### config.mk
export PLATFORM = sky130hd
export DESIGN_NAME = hazard_ctrl
export DESIGN_NICKNAME = d
export VERILOG_FILES = /design/src/rtl/hazard_ctrl.sv
export SDC_FILE = /design/constraint.sdc
export NUM_CORES = 1
export LEC_CHECK = 0
export BUFFER_PORTS_ARGS = -buffer_cell sky130_fd_sc_hd__buf_4
export CORE_MARGIN = 10
export CORE_UTILIZATION = 45
export CTS_CLUSTER_DIAMETER = 200
export CTS_CLUSTER_SIZE = 40
export DETAILED_ROUTE_END_ITERATION = 8
export PLACE_DENSITY_LB_ADDON = 0.12
export SLEW_MARGIN = 20
export SYNTH_ARGS = -nofsm -noshare
export SYNTH_HDL_FRONTEND = slang
export SYNTH_SLANG_ARGS = --single-unit
### constraint.sdc
create_clock -name CLK -period 2.2 [get_ports CLK]
set_input_delay 0.44 -clock CLK [delete_from_list [all_inputs] [get_ports CLK]]
set_output_delay 0.44 -clock CLK [all_outputs]
set_load 0.01 [all_outputs]
### src/rtl/hazard_ctrl.sv
// hazard_ctrl: pipeline sequencer for the 5-stage datapath (PC/latch enables, flushes, halt, stall count)
//   CLK, RST                 clock and synchronous active-high reset
//   ihit, dhit               I-cache / D-cache completion this cycle
//   memreq_MEM, memread_EX   MEM-stage memory access, EX-stage load
//   destEX, rsID, rtID       register indices used for load-use detection
//   useRt_ID                 ID-stage instruction reads rt
//   brtaken_MEM, halt_MEM    taken branch / HALT resolved in MEM
//   pc_en, en_*, flush_*     PC enable, latch enables and bubble-loads
//   halt, stall_cnt          sticky halt, saturating count of PC-stalled cycles
module hazard_ctrl #(
  parameter int REG_W    = 5,
  parameter int LU_STALL = 1,
  parameter int CNT_W    = 32
) (
  input  logic             CLK,
  input  logic             RST,
  input  logic             ihit,
  input  logic             dhit,
  input  logic             memreq_MEM,
  input  logic             memread_EX,
  input  logic [REG_W-1:0] destEX,
  input  logic [REG_W-1:0] rsID,
  input  logic [REG_W-1:0] rtID,
  input  logic             useRt_ID,
  input  logic             brtaken_MEM,
  input  logic             halt_MEM,
  output logic             pc_en,
  output logic             en_ifid,
  output logic             en_idex,
  output logic             en_exmem,
  output logic             en_memwb,
  output logic             flush_ifid,
  output logic             flush_idex,
  output logic             flush_exmem,
  output logic             halt,
  output logic [CNT_W-1:0] stall_cnt
);
  localparam int LW = LU_STALL > 1 ? $clog2(LU_STALL) : 1;
  typedef enum logic [1:0] {RUN, LUSTALL, DWAIT, HALTED} state_t;
  state_t state, state_d, eff;
  logic [LW-1:0] lu_cnt, lu_d;
  logic dwait, load_use;
  assign dwait    = memreq_MEM & ~dhit;
  assign load_use = memread_EX & (destEX != '0) & ((rsID == destEX) | (useRt_ID & (rtID == destEX)));
  // leaving DWAIT resumes whatever was frozen: a pending load-use bubble run, or plain RUN
  assign eff = (state == DWAIT) ? (lu_cnt != '0 ? LUSTALL : RUN) : state;
  always_comb begin
    state_d     = state;
    lu_d        = lu_cnt;
    pc_en       = 1'b0;
    en_ifid     = 1'b0;
    en_idex     = 1'b0;
    en_exmem    = 1'b0;
    en_memwb    = 1'b0;
    flush_ifid  = 1'b0;
    flush_idex  = 1'b0;
    flush_exmem = 1'b0;
    if (RST) begin
      flush_ifid  = 1'b1;
      flush_idex  = 1'b1;
      flush_exmem = 1'b1;
    end else if (state == HALTED) begin
      state_d = HALTED;
    end else if (dwait) begin
      state_d = DWAIT;
    end else if (halt_MEM) begin
      en_memwb = 1'b1;
      state_d  = HALTED;
    end else if (brtaken_MEM) begin
      {pc_en, en_ifid, en_idex, en_exmem, en_memwb} = '1;
      {flush_ifid, flush_idex, flush_exmem}         = '1;
      lu_d    = '0;
      state_d = RUN;
    end else if (eff == LUSTALL || load_use) begin
      // hold IF/ID and PC, push a bubble into ID/EX, let the load move on
      en_idex    = 1'b1;
      flush_idex = 1'b1;
      en_exmem   = 1'b1;
      en_memwb   = 1'b1;
      lu_d       = eff == LUSTALL ? lu_cnt - 1'b1 : LW'(LU_STALL - 1);
      state_d    = eff == LUSTALL ? (lu_cnt == LW'(1) ? RUN : LUSTALL) : (LU_STALL > 1 ? LUSTALL : RUN);
    end else begin
      {en_ifid, en_idex, en_exmem, en_memwb} = '1;
      pc_en      = ihit;
      flush_ifid = ~ihit;
      state_d    = RUN;
    end
  end
  always_ff @(posedge CLK) begin
    if (RST) begin
      state     <= RUN;
      lu_cnt    <= '0;
      halt      <= 1'b0;
      stall_cnt <= '0;
    end else begin
      state  <= state_d;
      lu_cnt <= lu_d;
      halt   <= halt | (state_d == HALTED);
      if (~pc_en && state != HALTED && ~&stall_cnt) stall_cnt <= stall_cnt + 1'b1;
    end
  end
endmodule
==> out/results.env, run 1 <==
PIN_COUNT_OF_THE_BIGGEST_NET_ENTERING_GLOBAL_ROUTING=45
SYNTHESIS.INSTANCES=282
PLACE.PORT_BUFFERS=64
POWER.DENSITY_CELL_AREA_mW_PER_MM2=436
MAX_SLEW_MARGIN=0.691
GP_CONGESTION=0.862
FIRSTDRTPASSITERS=4
CRIT_TYPE='in2out'
PRE_CTS_SLACK_NS=-0.197
CTS_NUM_SINKS=36
DRC=0
SYNTHARSTFLOPSHARE=0
HOLD_CLASS='reg2reg'
PLACEMENTROWS=25
GRT_PASS1_WL_UM=10900
GRT_ANTENNA_BEFORE_REPAIR=0
POSTSYNTHNETCOUNT=307
DETAILEDPLACEMENTHPWL_UM=4910
HOLDCRITSTARTPOINT='stall_cnt[5]'
TOTAL_POWER_uW=1370
OUTCOME='finished with violations'
SYNTH.MOST_COMMON_CELL='sky130_fd_sc_hd__dfxtp_1'
YS_FF_LATCH=36
DRIVE_ABOVE_1_SHARE=0.340
N_ANTENNA_CELL=0
REPORT.FINAL.SLEW_VIOL_COUNT=0
NETSWITCHINGPOWER_uW=358
DESIGN.DIE.AREA_SQ_MM=0.00813
INTERNAL_POWER_uW=1010
DRT.ANTENNA.VIOLATING_NETS=0
NATURE_OF_THE_CRITICAL_PATH_STARTPOINT='primary input'
DETAILEDROUTE.FIRSTITERATIONVIOLATIONS=108
MAX_FREQ_MHz=435
ROUTEDWLPERCELL_UM=14.7
POWER_SWITCHING_SHARE=0.261
CRIT_PATH_TIME_FINAL_NS=2.30
PLACEABLECOREAREA_SQ_MM=0.00475
GROUTE.USAGE.OVERALL=0.154
CTS_HTREE_LEVELS=2
GRT_SETUP_UNREPAIRED='true'
SETUP_VIOL=4
CTS_ROOT_BUF='sky130_fd_sc_hd__clkbuf_8'
COMB_POWER_SHARE=0.182
SYNTH_WARNINGS=0
CTS_BUFFER_DEPTH=2
WORSTPATHMAXFANOUT=5
WORSTSKEWPAIRLATENCY_NS=0.28
BIGGEST_CELL_DELAY_ALONG_THE_CRITICAL_PATH_NS=0.52
WORST-ENDPOINT-REQUIRED_NS=1.76
SYNTH-SEQ-AREA-SHARE=0.325
SYNTH_AREA_LEADER_CELL='sky130_fd_sc_hd__dfxtp_1'
CRITICAL_PATH.CELL_CHAIN='buf_6, or4_4, o21ai_2, inv_1, a21oi_1, buf_4, nand2b_4, a21o_1, buf_6'
CRIT_PATH_FREQUENT_CELL='sky130_fd_sc_hd__buf_6'
POSTLAYOUTSETUPSLACKWORST_NS=-0.101
SYNTH.CELL_AREA_SQ_MM=0.00222
CTS_INSERTED_BUFFERS=5
CP-END-KIND='output pin'
SHARE_CLK_OF_TOTAL_POWER=0.324
INITIAL_CORE_UTIL=0.466
TIMING.CRITICAL_PATH.FROM='destEX[3]'
SHARE_SEQ_OF_TOTAL_POWER=0.493
CLOCK_TRANSITION_AT_THE_REGISTERS_OF_THE_REPORTED_PATHS_NS=0.07
SYNTH.DISTINCT_CELLS=46
ROUTED_VIA_DENSITY=5.56
FINAL_HOLD_VIOL_COUNT=0
MOST_FREQUENT_CELLS_AFTER_SYNTHESIS='sky130_fd_sc_hd__dfxtp_1 (36), sky130_fd_sc_hd__a21oi_1 (33), sky130_fd_sc_hd__nor2_1 (25)'
SYN_TO_FINAL_GROWTH_PCT=41.6
CRITICAL_PATH_ARRIVAL_NS=1.86
SYN_AREA_PER_CELL_SQ_UM=7.86
GRT_PASS1_VIAS=2336
FAILED_CHECKS='negative setup slack'
CRIT_PATH_TOP_DELAY_CELL='sky130_fd_sc_hd__or4_4'
WORSTMARGINPINSLEW_NS=0.463
YOSYS-TOP-CELLS-AREA='sky130_fd_sc_hd__dfxtp_1 (33%), sky130_fd_sc_hd__a21oi_1 (7.5%), sky130_fd_sc_hd__or4_1 (7.1%)'
SYNTH_EDF_COUNT=0
NETS=393
DIE_H_UM=90.2
MAXCAPVIOLATIONS=0
SYNTH_TOP_CELL_AREA_SHARE=0.325
FINALWIRELENGTH_UM=6400
WORSTREG2REGSTART='stall_cnt[8]'
POSTCTSHOLDBUFS=0
TOTAL_LEAKAGE_POWER_uW=0.00121
NUM_VIAS=2420
IOS=65
POSTSYNTH.TOPFLOPCELL='sky130_fd_sc_hd__dfxtp_1'
DIE_WIDTH_UM=90.2
MIN_PERIOD_OVER_PERIOD=1.05
CLOCK_TREE_FROM_TRITONCTS='done'
FINCLKSKEW_NS=0.00527
GLOBALROUTEOVERFLOWTOTAL=0
IR_DROP_V=0.000382
[layout make-up]
type                       instances  area (sq um)
clock buffer                       6          72.6
clock inverter                     1          5.00
fill                             426          1620
inverter                           9          33.8
multi-input combinational        220          1460
sequential                        36           724
tap                               67          83.8
timing repair buffer              96           761
[power by group through the flow]
stage	registers [uW]	logic [uW]	clock network, uW
after floorplan	691	112	0
after global placement	689	233	0
after detailed placement	690	236	0
after CTS	675	243	458
after global routing	677	274	480
final	675	250	444
[final timing paths]
path / endpoint / slack (ns) / depth (start not counted)
max reg2reg: stall_cnt[27] / 0.14 / 6
min: stall_cnt[5] / 0.50 / 2
min reg2reg: stall_cnt[5] / 0.50 / 2
max: flush_idex / -0.10 / 9
[flip-flops by register name (all words and copies together) (netlist names)]
signal,flops
stall_cnt,32
state,2
halt,1
lu_cnt,1
[kinds of logic after synthesis]
family	share of synthesized area
multiplexers	0.0248
XOR/XNOR	0.0395
AO/OA/AOI/OAI	0.206
flip-flops	0.325
AND/OR/NAND/NOR	0.348
adder cells (fa/ha/maj)	0.00565
buffers and inverters	0.0514
[what timing repair did]
action,4_1_cts,5_1_grt
setup endpoints to repair,4,32
gates resized for setup,6,13
pin swaps,8,2
setup buffers,1,0
cloned,0,0
[worst max-delay path: cells and delay by family]
family	cells	cell delay (ns)
simple gates	2	0.57
compound gates	3	0.43
buf+inv	4	0.42
[per-stage QoR]
step / instance area [sq um] / cells / setup TNS [ns] / hold slack (ns) / util
floorplan: 2220 / 282 / 0 / 0.492 / -
global placement: 2970 / 427 / -1.91 / 0.482 / 0.624
detailed placement: 2970 / 427 / -2.41 / 0.469 / 0.624
CTS: 3080 / 435 / -0.235 / 0.498 / 0.648
global route: 3140 / 435 / -0.520 / 0.534 / 0.660
finish: 3140 / 435 / -0.245 / 0.497 / 0.660
[routing by layer]
metal | up-vias | GRT usage | wire (um)
met3 | 8 | 0.0565 | 420
met5 | - | 0 | 0
met4 | 0 | 0.0371 | 47
met2 | 63 | 0.240 | 2940
met1 | 1113 | 0.196 | 2990
li1 | 1236 | - | -
[cell usage in the layout (no fill, tap or decap), types with 2 or more instances in the layout]
cell type	instances
sky130_fd_sc_hd__nor4_2	2
sky130_fd_sc_hd__nor2_1	24
sky130_fd_sc_hd__mux2_1	3
sky130_fd_sc_hd__nand4_1	13
sky130_fd_sc_hd__and2_1	2
sky130_fd_sc_hd__a21oi_1	33
sky130_fd_sc_hd__nand2b_1	2
sky130_fd_sc_hd__nand3_1	13
sky130_fd_sc_hd__buf_6	4
sky130_fd_sc_hd__and4_1	3
sky130_fd_sc_hd__buf_4	90
sky130_fd_sc_hd__dfxtp_1	33
sky130_fd_sc_hd__o31ai_1	20
sky130_fd_sc_hd__nand2_1	19
sky130_fd_sc_hd__clkbuf_8	5
sky130_fd_sc_hd__inv_1	8
sky130_fd_sc_hd__xnor2_1	8
sky130_fd_sc_hd__o21ai_0	7
sky130_fd_sc_hd__xnor2_2	2
sky130_fd_sc_hd__nand3b_1	3
sky130_fd_sc_hd__a21o_1	2
sky130_fd_sc_hd__buf_12	2
sky130_fd_sc_hd__dfxtp_2	3
sky130_fd_sc_hd__or4_1	20
sky130_fd_sc_hd__nor2b_1	6
sky130_fd_sc_hd__or3_1	6
sky130_fd_sc_hd__nor3_1	4
sky130_fd_sc_hd__o41ai_1	3
No activity file was read; power rests on OpenSTA's default activity.
==> inputs of run 2 (changes only) <==
--- a/config.mk
+++ b/config.mk
@@ -12,6 +12,7 @@
 export CTS_CLUSTER_SIZE = 40
 export DETAILED_ROUTE_END_ITERATION = 8
 export PLACE_DENSITY_LB_ADDON = 0.12
+export SKIP_LAST_GASP = 1
 export SLEW_MARGIN = 20
 export SYNTH_ARGS = -nofsm -noshare
 export SYNTH_HDL_FRONTEND = slang
==> run 2 against run 1 <==
  * The run still ends with negative setup slack left
  * First-iteration DRC count is 10% higher
  * Sequential power hardly changed
  * Via count increased by 0.17%
  * Flip-flop and latch count did not move
  * Worst setup slack better by 0.0011 ns
  * Utilization decreased by 0.079 points
  * Non-clock buffer count stayed put
  * Largest power group unchanged
==> out/results.env, run 2 (synthesis results as in run 1) <==
DESIGN.DIE.AREA_SQ_MM=0.00813  # unchanged
BIGGEST_CELL_DELAY_ALONG_THE_CRITICAL_PATH_NS=0.52  # about the same
GRT_SETUP_UNREPAIRED='true'
CTS_INSERTED_BUFFERS=5  # unchanged
CRITICAL_PATH_ARRIVAL_NS=1.86  # about the same
SEQ_AREA_SQ_UM=724  # unchanged
PRE_CTS_SLACK_NS=-0.197  # unchanged
GP_CONGESTION=0.862  # unchanged
NUMBER_OF_FLIP_FLOPS_IN_THE_LARGEST_REGISTER=32  # unchanged
DRT.ANTENNA.VIOLATING_NETS=0  # unchanged
SETUP_VIOL=4  # unchanged
INITIAL_CORE_UTIL=0.466  # unchanged
PLACE.PORT_BUFFERS=64  # unchanged
CLOCK_TREE_FROM_TRITONCTS='done'
CTS_HTREE_LEVELS=2  # unchanged
GRT_PASS1_WL_UM=10900  # unchanged
N_ANTENNA_CELL=0  # unchanged
MAX_SLEW_MARGIN=0.694  # +0.00299
IR_DROP_V=0.000381  # -0.19%
FINAL_HOLD_VIOL_COUNT=0  # unchanged
DIE_H_UM=90.2  # unchanged
NUM_VIAS=2424  # +0.17%
MAXCAPVIOLATIONS=0  # unchanged
WORSTSKEWPAIRLATENCY_NS=0.28  # about the same
MIN_PERIOD_OVER_PERIOD=1.05  # about the same
LEADING_REGISTERS_BY_FLOP_COUNT='stall_cnt: 32 flops, state: 2 flops'
CTS_BUFFER_DEPTH=2  # unchanged
FINCLKSKEW_NS=0.00407  # -0.00120 ns
CRIT_PATH_FREQUENT_CELL='sky130_fd_sc_hd__buf_6'
GROUTE.USAGE.OVERALL=0.154  # unchanged
LAYOUT_COMMON_CELLS='sky130_fd_sc_hd__buf_4 (91), sky130_fd_sc_hd__a21oi_1 (33), sky130_fd_sc_hd__dfxtp_1 (33)'
FAILED_CHECKS='negative setup slack'
HOLD_CLASS='reg2reg'
TOTAL_POWER_uW=1370  # about the same
IOS=65  # unchanged
PLACEDCELLCOUNT=427  # unchanged
MAX_FREQ_MHz=435  # about the same
TOTAL_LEAKAGE_POWER_uW=0.00121  # -0.11%
OUTCOME='finished with violations'
PLACEABLECOREAREA_SQ_MM=0.00475  # unchanged
GLOBALROUTEOVERFLOWTOTAL=0  # unchanged
REPORT.FINAL.SLEW_VIOL_COUNT=0  # unchanged
FINALWIRELENGTH_UM=6440  # +0.67%
MULTI_INPUT_AREA_SQ_MM=0.00146  # unchanged
MOST_COMMON_CELL_AFTER_LAYOUT_FILL_AND_TAPS_ASIDE='sky130_fd_sc_hd__buf_4'
GRT_ANTENNA_BEFORE_REPAIR=0  # unchanged
DETAILEDPLACEMENTHPWL_UM=4910  # unchanged
SYN_TO_FINAL_GROWTH_PCT=41.4
FINAL_CELL_COUNT_NO_FILL=435  # unchanged
DETAILEDROUTE.FIRSTITERATIONVIOLATIONS=119  # +10%
NETSWITCHINGPOWER_uW=359  # +0.31%
POWER.DENSITY_CELL_AREA_mW_PER_MM2=437  # +0.13%
DIE_WIDTH_UM=90.2  # unchanged
POSTLAYOUTSETUPSLACKWORST_NS=-0.100  # +0.00111 ns
CTS_NUM_SINKS=36  # unchanged
CRIT_PATH_TIME_FINAL_NS=2.30  # -0.00111 ns
NETS=393  # unchanged
POST-ROUTE-UTIL=0.659  # -0.000790
CRIT_TYPE='in2out'
FIRSTDRTPASSITERS=4  # unchanged
SHARE_CLK_OF_TOTAL_POWER=0.325  # about the same
CRIT_PATH_TOP_DELAY_CELL='sky130_fd_sc_hd__or4_4'
MOST_FLOPS_REGISTER='stall_cnt'
ROUTEDWLPERCELL_UM=14.8  # +0.67%
CLOCK_TRANSITION_AT_THE_REGISTERS_OF_THE_REPORTED_PATHS_NS=0.07  # about the same
POWER_SWITCHING_SHARE=0.262  # +0.000782
ROUTED_VIA_DENSITY=5.57  # +0.17%
LAYOUT.FILLER_CELLS=426  # unchanged
PIN_COUNT_OF_THE_BIGGEST_NET_ENTERING_GLOBAL_ROUTING=45  # unchanged
DRC=0  # unchanged
WORSTPATHMAXFANOUT=5  # unchanged
NATURE_OF_THE_CRITICAL_PATH_STARTPOINT='primary input'
CTS_ROOT_BUF='sky130_fd_sc_hd__clkbuf_8'
CP-END-KIND='output pin'
DRIVE_ABOVE_1_SHARE=0.340  # unchanged
PLACEMENTROWS=25  # unchanged
SHARE_SEQ_OF_TOTAL_POWER=0.493  # about the same
GRT_PASS1_VIAS=2336  # unchanged
CRITICAL_PATH.CELL_CHAIN='buf_6, or4_4, o21ai_2, inv_1, a21oi_1, buf_4, nand2b_4, a21o_1, buf_6'
COMB_POWER_SHARE=0.182  # about the same
WORSTMARGINPINSLEW_NS=0.459  # -0.00448 ns
POSTCTSHOLDBUFS=0  # unchanged
WORST-ENDPOINT-REQUIRED_NS=1.76  # about the same
INTERNAL_POWER_uW=1010  # about the same
-- run 2: cell counts in the layout (fill, tap and decap cells not counted) --
No cell type changed its count.
-- run 2: routing by layer --
metal  vias to the layer above  global-route usage  routed length [um]
li1                       1234                   -                   -
met2                        65               0.240                2960
met5                         -                   0                   0
met3                         6              0.0565                 393
met1                      1119               0.196                3040
met4                         0              0.0371                  38
-- run 2: stage by stage --
step	area, sq um	setup TNS (ns)	hold WS [ns]
finish	3130	-0.273	0.501
global route	3130	-0.536	0.534
CTS	3080	-0.247	0.498
detailed placement	2970	-2.41	0.469
global placement	2970	-1.91	0.482
floorplan	2220	0	0.492
-- run 2: power groups by stage --
stage | logic [uW] | registers, uW | clock network [uW]
global route | 273 | 677 | 480
detailed placement | 236 | 690 | 0
CTS | 243 | 675 | 458
floorplan | 112 | 691 | 0
global placement | 233 | 689 | 0
finish | 249 | 675 | 445
-- run 2: cell type report --
cell class | instances | area share
multi-input cells | 220 | 0.465
repair buffers | 96 | 0.242
flip-flops and latches | 36 | 0.231
well taps | 67 | 0.0268
clock buffers | 6 | 0.0232
inverters | 9 | 0.0108
clock inverters | 1 | 0.00160
-- run 2: final timing paths --
| check | startpoint | end | slack (ns) | cells after the start |
|---|---|---|---|---|
| setup / recovery | destEX[3] | flush_idex | -0.10 | 9 |
| hold / removal | stall_cnt[5] | stall_cnt[5] | 0.50 | 2 |
| hold reg to reg | stall_cnt[5] | stall_cnt[5] | 0.50 | 2 |
| setup reg to reg | stall_cnt[8] | stall_cnt[27] | 0.12 | 6 |
-- run 2: critical path: cells and delay by family --
family | cells | cell delay [ns]
buf+inv | 4 | 0.42
simple gates | 2 | 0.57
compound gates | 3 | 0.42
-- run 2: repair_timing --
action | 4_1_cts | 5_1_grt
gates cloned | 0 | 0
pin swaps | 6 | 2
setup buffers | 1 | 0
endpoints found under the setup margin | 4 | 32
resized for setup | 6 | 12
